<file path="src/rtl/alert_frame_tx.sv">
// Alert event framer: 4-byte 8N1 UART packets with a merging pending slot.
// Frame = SOF, {mode,level}, seq, XOR checksum; one DONE cycle between frames.
module alert_frame_tx #(
  parameter int unsigned CLKS_PER_BIT = 868,
  parameter logic [7:0]  SOF_BYTE     = 8'hA5
) (
  input  logic       clk,
  input  logic       rst,
  input  logic       alert_valid,
  input  logic [1:0] alert_level,
  input  logic [2:0] power_mode,
  output logic       tx_out,
  output logic       busy,
  output logic       frame_done,
  output logic [7:0] seq_num,
  output logic [7:0] merge_cnt
);

  localparam int unsigned TW = $clog2(CLKS_PER_BIT);
  localparam logic [TW-1:0] LAST_TICK = TW'(CLKS_PER_BIT - 1);

  typedef enum logic [2:0] {
    S_IDLE,
    S_START,
    S_DATA,
    S_STOP,
    S_DONE
  } state_t;

  state_t r_state;
  state_t w_next;

  logic [TW-1:0] r_timer;
  logic [2:0]    r_bit_idx;
  logic [1:0]    r_byte_idx;

  logic [1:0] r_lvl;
  logic [2:0] r_mode;
  logic [7:0] r_seq;

  logic       r_pend_full;
  logic [1:0] r_pend_lvl;
  logic [2:0] r_pend_mode;
  logic [7:0] r_merge_cnt;

  logic       w_tick;
  logic       w_in_bit;
  logic [7:0] w_b1;
  logic [7:0] w_b3;
  logic [7:0] w_byte;
  logic [1:0] w_max_lvl;
  logic [7:0] w_merge_inc;

  assign w_tick      = (r_timer == LAST_TICK);
  assign w_in_bit    = (r_state == S_START) ||
                       (r_state == S_DATA)  ||
                       (r_state == S_STOP);
  assign w_b1        = {3'b000, r_mode, r_lvl};
  assign w_b3        = SOF_BYTE ^ w_b1 ^ r_seq;
  assign w_max_lvl   = (alert_level > r_pend_lvl) ?
                       alert_level : r_pend_lvl;
  assign w_merge_inc = (r_merge_cnt == 8'hFF) ?
                       r_merge_cnt : r_merge_cnt + 8'd1;

  assign seq_num   = r_seq;
  assign merge_cnt = r_merge_cnt;

  // Select the frame byte currently on the wire
  always_comb begin
    w_byte = SOF_BYTE;
    unique case (r_byte_idx)
      2'd0: w_byte = SOF_BYTE;
      2'd1: w_byte = w_b1;
      2'd2: w_byte = r_seq;
      2'd3: w_byte = w_b3;
      default: w_byte = SOF_BYTE;
    endcase
  end

  // FSM state register
  always_ff @(posedge clk or posedge rst) begin
    if (rst) begin
      r_state <= S_IDLE;
    end else begin
      r_state <= w_next;
    end
  end

  // Next state and line/status outputs; line idles high outside bits
  always_comb begin
    w_next     = r_state;
    tx_out     = 1'b1;
    busy       = 1'b1;
    frame_done = 1'b0;
    unique case (r_state)
      S_IDLE: begin
        busy = 1'b0;
        if (alert_valid) begin
          w_next = S_START;
        end
      end
      S_START: begin
        tx_out = 1'b0;
        if (w_tick) begin
          w_next = S_DATA;
        end
      end
      S_DATA: begin
        tx_out = w_byte[r_bit_idx];
        if (w_tick && (r_bit_idx == 3'd7)) begin
          w_next = S_STOP;
        end
      end
      S_STOP: begin
        if (w_tick) begin
          w_next = (r_byte_idx == 2'd3) ? S_DONE : S_START;
        end
      end
      S_DONE: begin
        frame_done = 1'b1;
        // An event arriving in this very cycle still chains back-to-back
        w_next = (r_pend_full || alert_valid) ? S_START : S_IDLE;
      end
      default: begin
        w_next = S_IDLE;
        busy   = 1'b0;
      end
    endcase
  end

  // Bit timer, bit index and byte index, advanced only by the FSM
  always_ff @(posedge clk or posedge rst) begin
    if (rst) begin
      r_timer    <= '0;
      r_bit_idx  <= 3'd0;
      r_byte_idx <= 2'd0;
    end else begin
      if (w_in_bit) begin
        r_timer <= w_tick ? '0 : r_timer + TW'(1);
      end else begin
        r_timer <= '0;
      end
      if ((r_state == S_DATA) && w_tick) begin
        r_bit_idx <= (r_bit_idx == 3'd7) ? 3'd0 : r_bit_idx + 3'd1;
      end
      if ((r_state == S_STOP) && w_tick) begin
        r_byte_idx <= (r_byte_idx == 2'd3) ? 2'd0 : r_byte_idx + 2'd1;
      end else if (!w_in_bit) begin
        r_byte_idx <= 2'd0;
      end
    end
  end

  // In-flight fields, sequence number, pending slot and merge counter
  always_ff @(posedge clk or posedge rst) begin
    if (rst) begin
      r_lvl       <= 2'd0;
      r_mode      <= 3'd0;
      r_seq       <= 8'd0;
      r_pend_full <= 1'b0;
      r_pend_lvl  <= 2'd0;
      r_pend_mode <= 3'd0;
      r_merge_cnt <= 8'd0;
    end else begin
      unique case (r_state)
        S_IDLE: begin
          if (alert_valid) begin
            r_lvl  <= alert_level;
            r_mode <= power_mode;
          end
        end
        S_DONE: begin
          r_seq       <= r_seq + 8'd1;
          r_pend_full <= 1'b0;
          if (alert_valid) begin
            r_lvl  <= r_pend_full ? w_max_lvl : alert_level;
            r_mode <= power_mode;
            if (r_pend_full) begin
              r_merge_cnt <= w_merge_inc;
            end
          end else if (r_pend_full) begin
            r_lvl  <= r_pend_lvl;
            r_mode <= r_pend_mode;
          end
        end
        default: begin
          if (alert_valid) begin
            r_pend_full <= 1'b1;
            r_pend_lvl  <= r_pend_full ? w_max_lvl : alert_level;
            r_pend_mode <= power_mode;
            if (r_pend_full) begin
              r_merge_cnt <= w_merge_inc;
            end
          end
        end
      endcase
    end
  end

endmodule
</file>
<file path="config.mk">
export PLATFORM = sky130hd
export DESIGN_NAME = alert_frame_tx
export DESIGN_NICKNAME = d
export VERILOG_FILES = /design/src/rtl/alert_frame_tx.sv
export SDC_FILE = /design/constraint.sdc
export NUM_CORES = 1
export LEC_CHECK = 0
export ABC_AREA = 1
export CORE_ASPECT_RATIO = 0.5
export CORE_MARGIN = 2
export CORE_UTILIZATION = 45
export CTS_CLUSTER_DIAMETER = 30
export DETAILED_ROUTE_END_ITERATION = 16
export GPL_TIMING_DRIVEN = 0
export PLACE_DENSITY = 0.72
export SLEW_MARGIN = 15
export SYNTH_ARGS = -nofsm -noshare
export SYNTH_HDL_FRONTEND = slang
export SYNTH_SLANG_ARGS = --single-unit
</file>
<file path="constraint.sdc">
create_clock -name clk -period 1.95 [get_ports clk]
set_clock_uncertainty 0.15 [all_clocks]
set_input_delay 0.39 -clock clk [delete_from_list [all_inputs] [get_ports clk]]
set_output_delay 0.39 -clock clk [all_outputs]
set_load 0.05 [all_outputs]
</file>
==> impl_metrics.env <==
export IMPL_outcome="finished, violations left"
export IMPL_violations="setup timing"
export IMPL_die_area_um2=6680
export IMPL_max_slew_margin_pct=66.4
export IMPL_hpwlAfterDp_um=4030
export IMPL_grt_overflow_total=0
export IMPL_rows=19
export IMPL_diodes=0
export IMPL_drtAntennaViolNets=0
export IMPL_cts_buffers=5
export IMPL_period_minus_slack_ps=2440
export IMPL_die_w_um=114
export IMPL_cp_end_kind="output port"
export IMPL_yosysSeqAreaShare_pct=41.7
export IMPL_grtUsageMet1_pct=24.9
export IMPL_core_um2=5630
export IMPL_grt_pass1_wl_um=10100
export IMPL_worst_pin_slew_ps=507
export IMPL_boundaryPins=27
export IMPL_power_density_nw_per_um2=800
export IMPL_async_reset_ff_share_pct=100
export IMPL_hold_viol=0
export IMPL_ys_ff_latch=45
export IMPL_worst_slack_ps=-488
export IMPL_ir_drop_v=0.000710
export IMPL_post_route_period_util_pct=125
export IMPL_synth_fp_nets=377
export IMPL_grt_use_met3_pct=3.09
export IMPL_top_usage_layer="met2"
export IMPL_cts_num_sinks=45
export IMPL_cellLeakagePower_nw=1.72
export IMPL_ys_types=27
export IMPL_drv_slew=0
export IMPL_postLayoutCoreUtil_pct=59.2
export IMPL_whs_ps=192
export IMPL_timing_worst_setup_path_type="flop to output port"
export IMPL_fmax_ghz=0.410
export IMPL_cts_max_path_buffers=2
export IMPL_cap_violations=0
export IMPL_cp_max_fo=4
export IMPL_start_util_pct=48.0
export IMPL_nNetsFinal=418
export IMPL_setup_viol=1
export IMPL_via_count=2433
export IMPL_arrival_ps=1900
export IMPL_drc=0
export IMPL_hold_path_class="input port to asynchronous set/reset pin"
export IMPL_syn_inst=356
export IMPL_postPlaceCellArea_um2=3080
export IMPL_syn_cell_area_um2=2700
export IMPL_cp_required_ps=1410
export IMPL_clk_latency_ps=290
export IMPL_chipHeight_um=58.8
export IMPL_clk_pin_slew_ps=60
export IMPL_drt_pass1_iterations=5
export IMPL_wl_um=6020
export IMPL_worst_setup_path_start_kind="flop"
export IMPL_grt_pass1_vias=2298
export IMPL_fin_area_um2=3340
export IMPL_power_mw=2.67
export IMPL_rsz0062_at_grt="true"
export IMPL_clockRootBuffer="clkbuf_16"
export IMPL_syn_area_per_cell_um2=7.59
export IMPL_drt_initial_drc_count=113
export IMPL_antenna_found_initial=0
export IMPL_synth_edf_count=0
export IMPL_via_per_inst=5.17
export IMPL_grt_max_degree=37
export IMPL_place_ws_ps=-886
export IMPL_synthFlopType="dfrtp_1"
export IMPL_grt_use_met2_pct=33.3
export IMPL_cts_max_level=2
export IMPL_syn_to_final_growth_pct=23.5
export IMPL_drive_gt1_share_pct=11.8
export IMPL_track_usage_pct=18.9
export IMPL_place_gp_congestion=0.892
export IMPL_yosys_warnings=0
export IMPL_cts_tree="built"
export IMPL_port_buffers=26
export IMPL_wl_per_cell_um=12.8
[power breakdown]
group	leakage (nW)	internal, mW	total, mW	switching (mW)
sequential	0.561	1.02	1.11	0.0958
combinational	1.08	0.174	0.562	0.389
clock	0.0841	0.641	0.995	0.354
[logic make-up after synthesis]
family,after synthesis,synth area share [%]
simple gates,171,28.1
buf+inv,65,9.31
compound gates,47,10.1
flops,45,41.7
xor+xnor,15,4.86
fa+ha+maj,13,6.02
[stage by stage]
stage | TNS, ps | cells
CTS | -388 | 468
finish | -488 | 471
global placement | -27820 | 455
global route | -560 | 471
detailed placement | -1730 | 456
floorplan | 0 | 356
[cells in the mapped netlist, drive strengths merged (2+ instances only)]
master	n	area [µm²]
nand2	109	424
inv	63	239
dfrtp	45	1130
o21ai	26	141
nor2	25	104
nand3	15	75.1
ha	13	163
a21oi	9	45.0
nor3	9	55.1
xor2	9	78.8
nand4	8	50.1
o211ai	8	60.1
xnor2	6	52.6
nor3b	3	22.5
o22ai	3	18.8
buf	2	12.5
[worst max-delay path, cell delays in order, from the launching register on]
cell	delay, ps
dfrtp_2	450
inv_4	70
ha_2	210
inv_2	70
nand2_1	70
nor2_1	110
nand2_1	70
nand2_1	60
nand3_1	70
nand2_1	90
nand2_1	50
nand2_1	90
nand2_4	50
buf_6	140
[flip-flops by register name (all words and copies together), names as in the netlist]
signal,flops
merge_cnt,8
r_bit_idx,3
r_byte_idx,2
r_lvl,2
r_mode,3
r_pend_full,1
r_pend_lvl,2
r_pend_mode,3
r_state,3
r_timer,10
seq_num,8
[placed cells by master, fill, tap and decap left out, types with 9 or more instances in the layout]
| cell | count |
|---|---|
| nand3_1 | 15 |
| dfrtp_1 | 40 |
| nor2_1 | 21 |
| o21ai_0 | 24 |
| dlygate4sd2_1 | 16 |
| nand2_1 | 106 |
| xor2_1 | 9 |
| a21oi_1 | 9 |
| inv_1 | 57 |
[per-layer routing]
| layer | routed length [µm] | share of wire, % |
|---|---|---|
| met5 | 0 | 0 |
| met4 | 42 | 0.70 |
| met3 | 223 | 3.7 |
| met2 | 2960 | 49 |
| met1 | 2800 | 46 |
[timing repair]
| item | in CTS | in global routing |
|---|---|---|
| resized for setup | 51 | 4 |
| pin swaps | 2 | 1 |
| setup endpoints to repair | 19 | 3 |
| buffers inserted | 4 | 3 |
| hold buffers | 0 | 0 |
[final timing paths]
path                               start       endpoint  slack [ps]  depth (start not counted)
max                        r_byte_idx[0]         tx_out        -490                         13
min                                  rst   merge_cnt[2]         190                          2
max reg2reg                   r_timer[0]  r_byte_idx[0]         170                          8
min reg2reg                   r_timer[0]     r_timer[0]         340                          1
max in group asynchronous            rst     seq_num[4]         970                          3
min in group clk              r_timer[0]     r_timer[0]         340                          1
[final cells by class]
cell class | instances | area [µm²]
Sequential cell | 45 | 1130
Timing Repair Buffer | 34 | 317
Fill cell | 494 | 2300
Clock buffer | 7 | 143
Buffer | 2 | 12.5
Tap cell | 73 | 91.3
Inverter | 63 | 241
Clock inverter | 1 | 30.0
Multi-Input combinational cell | 246 | 1370
Power figures use the tool's default switching activity.
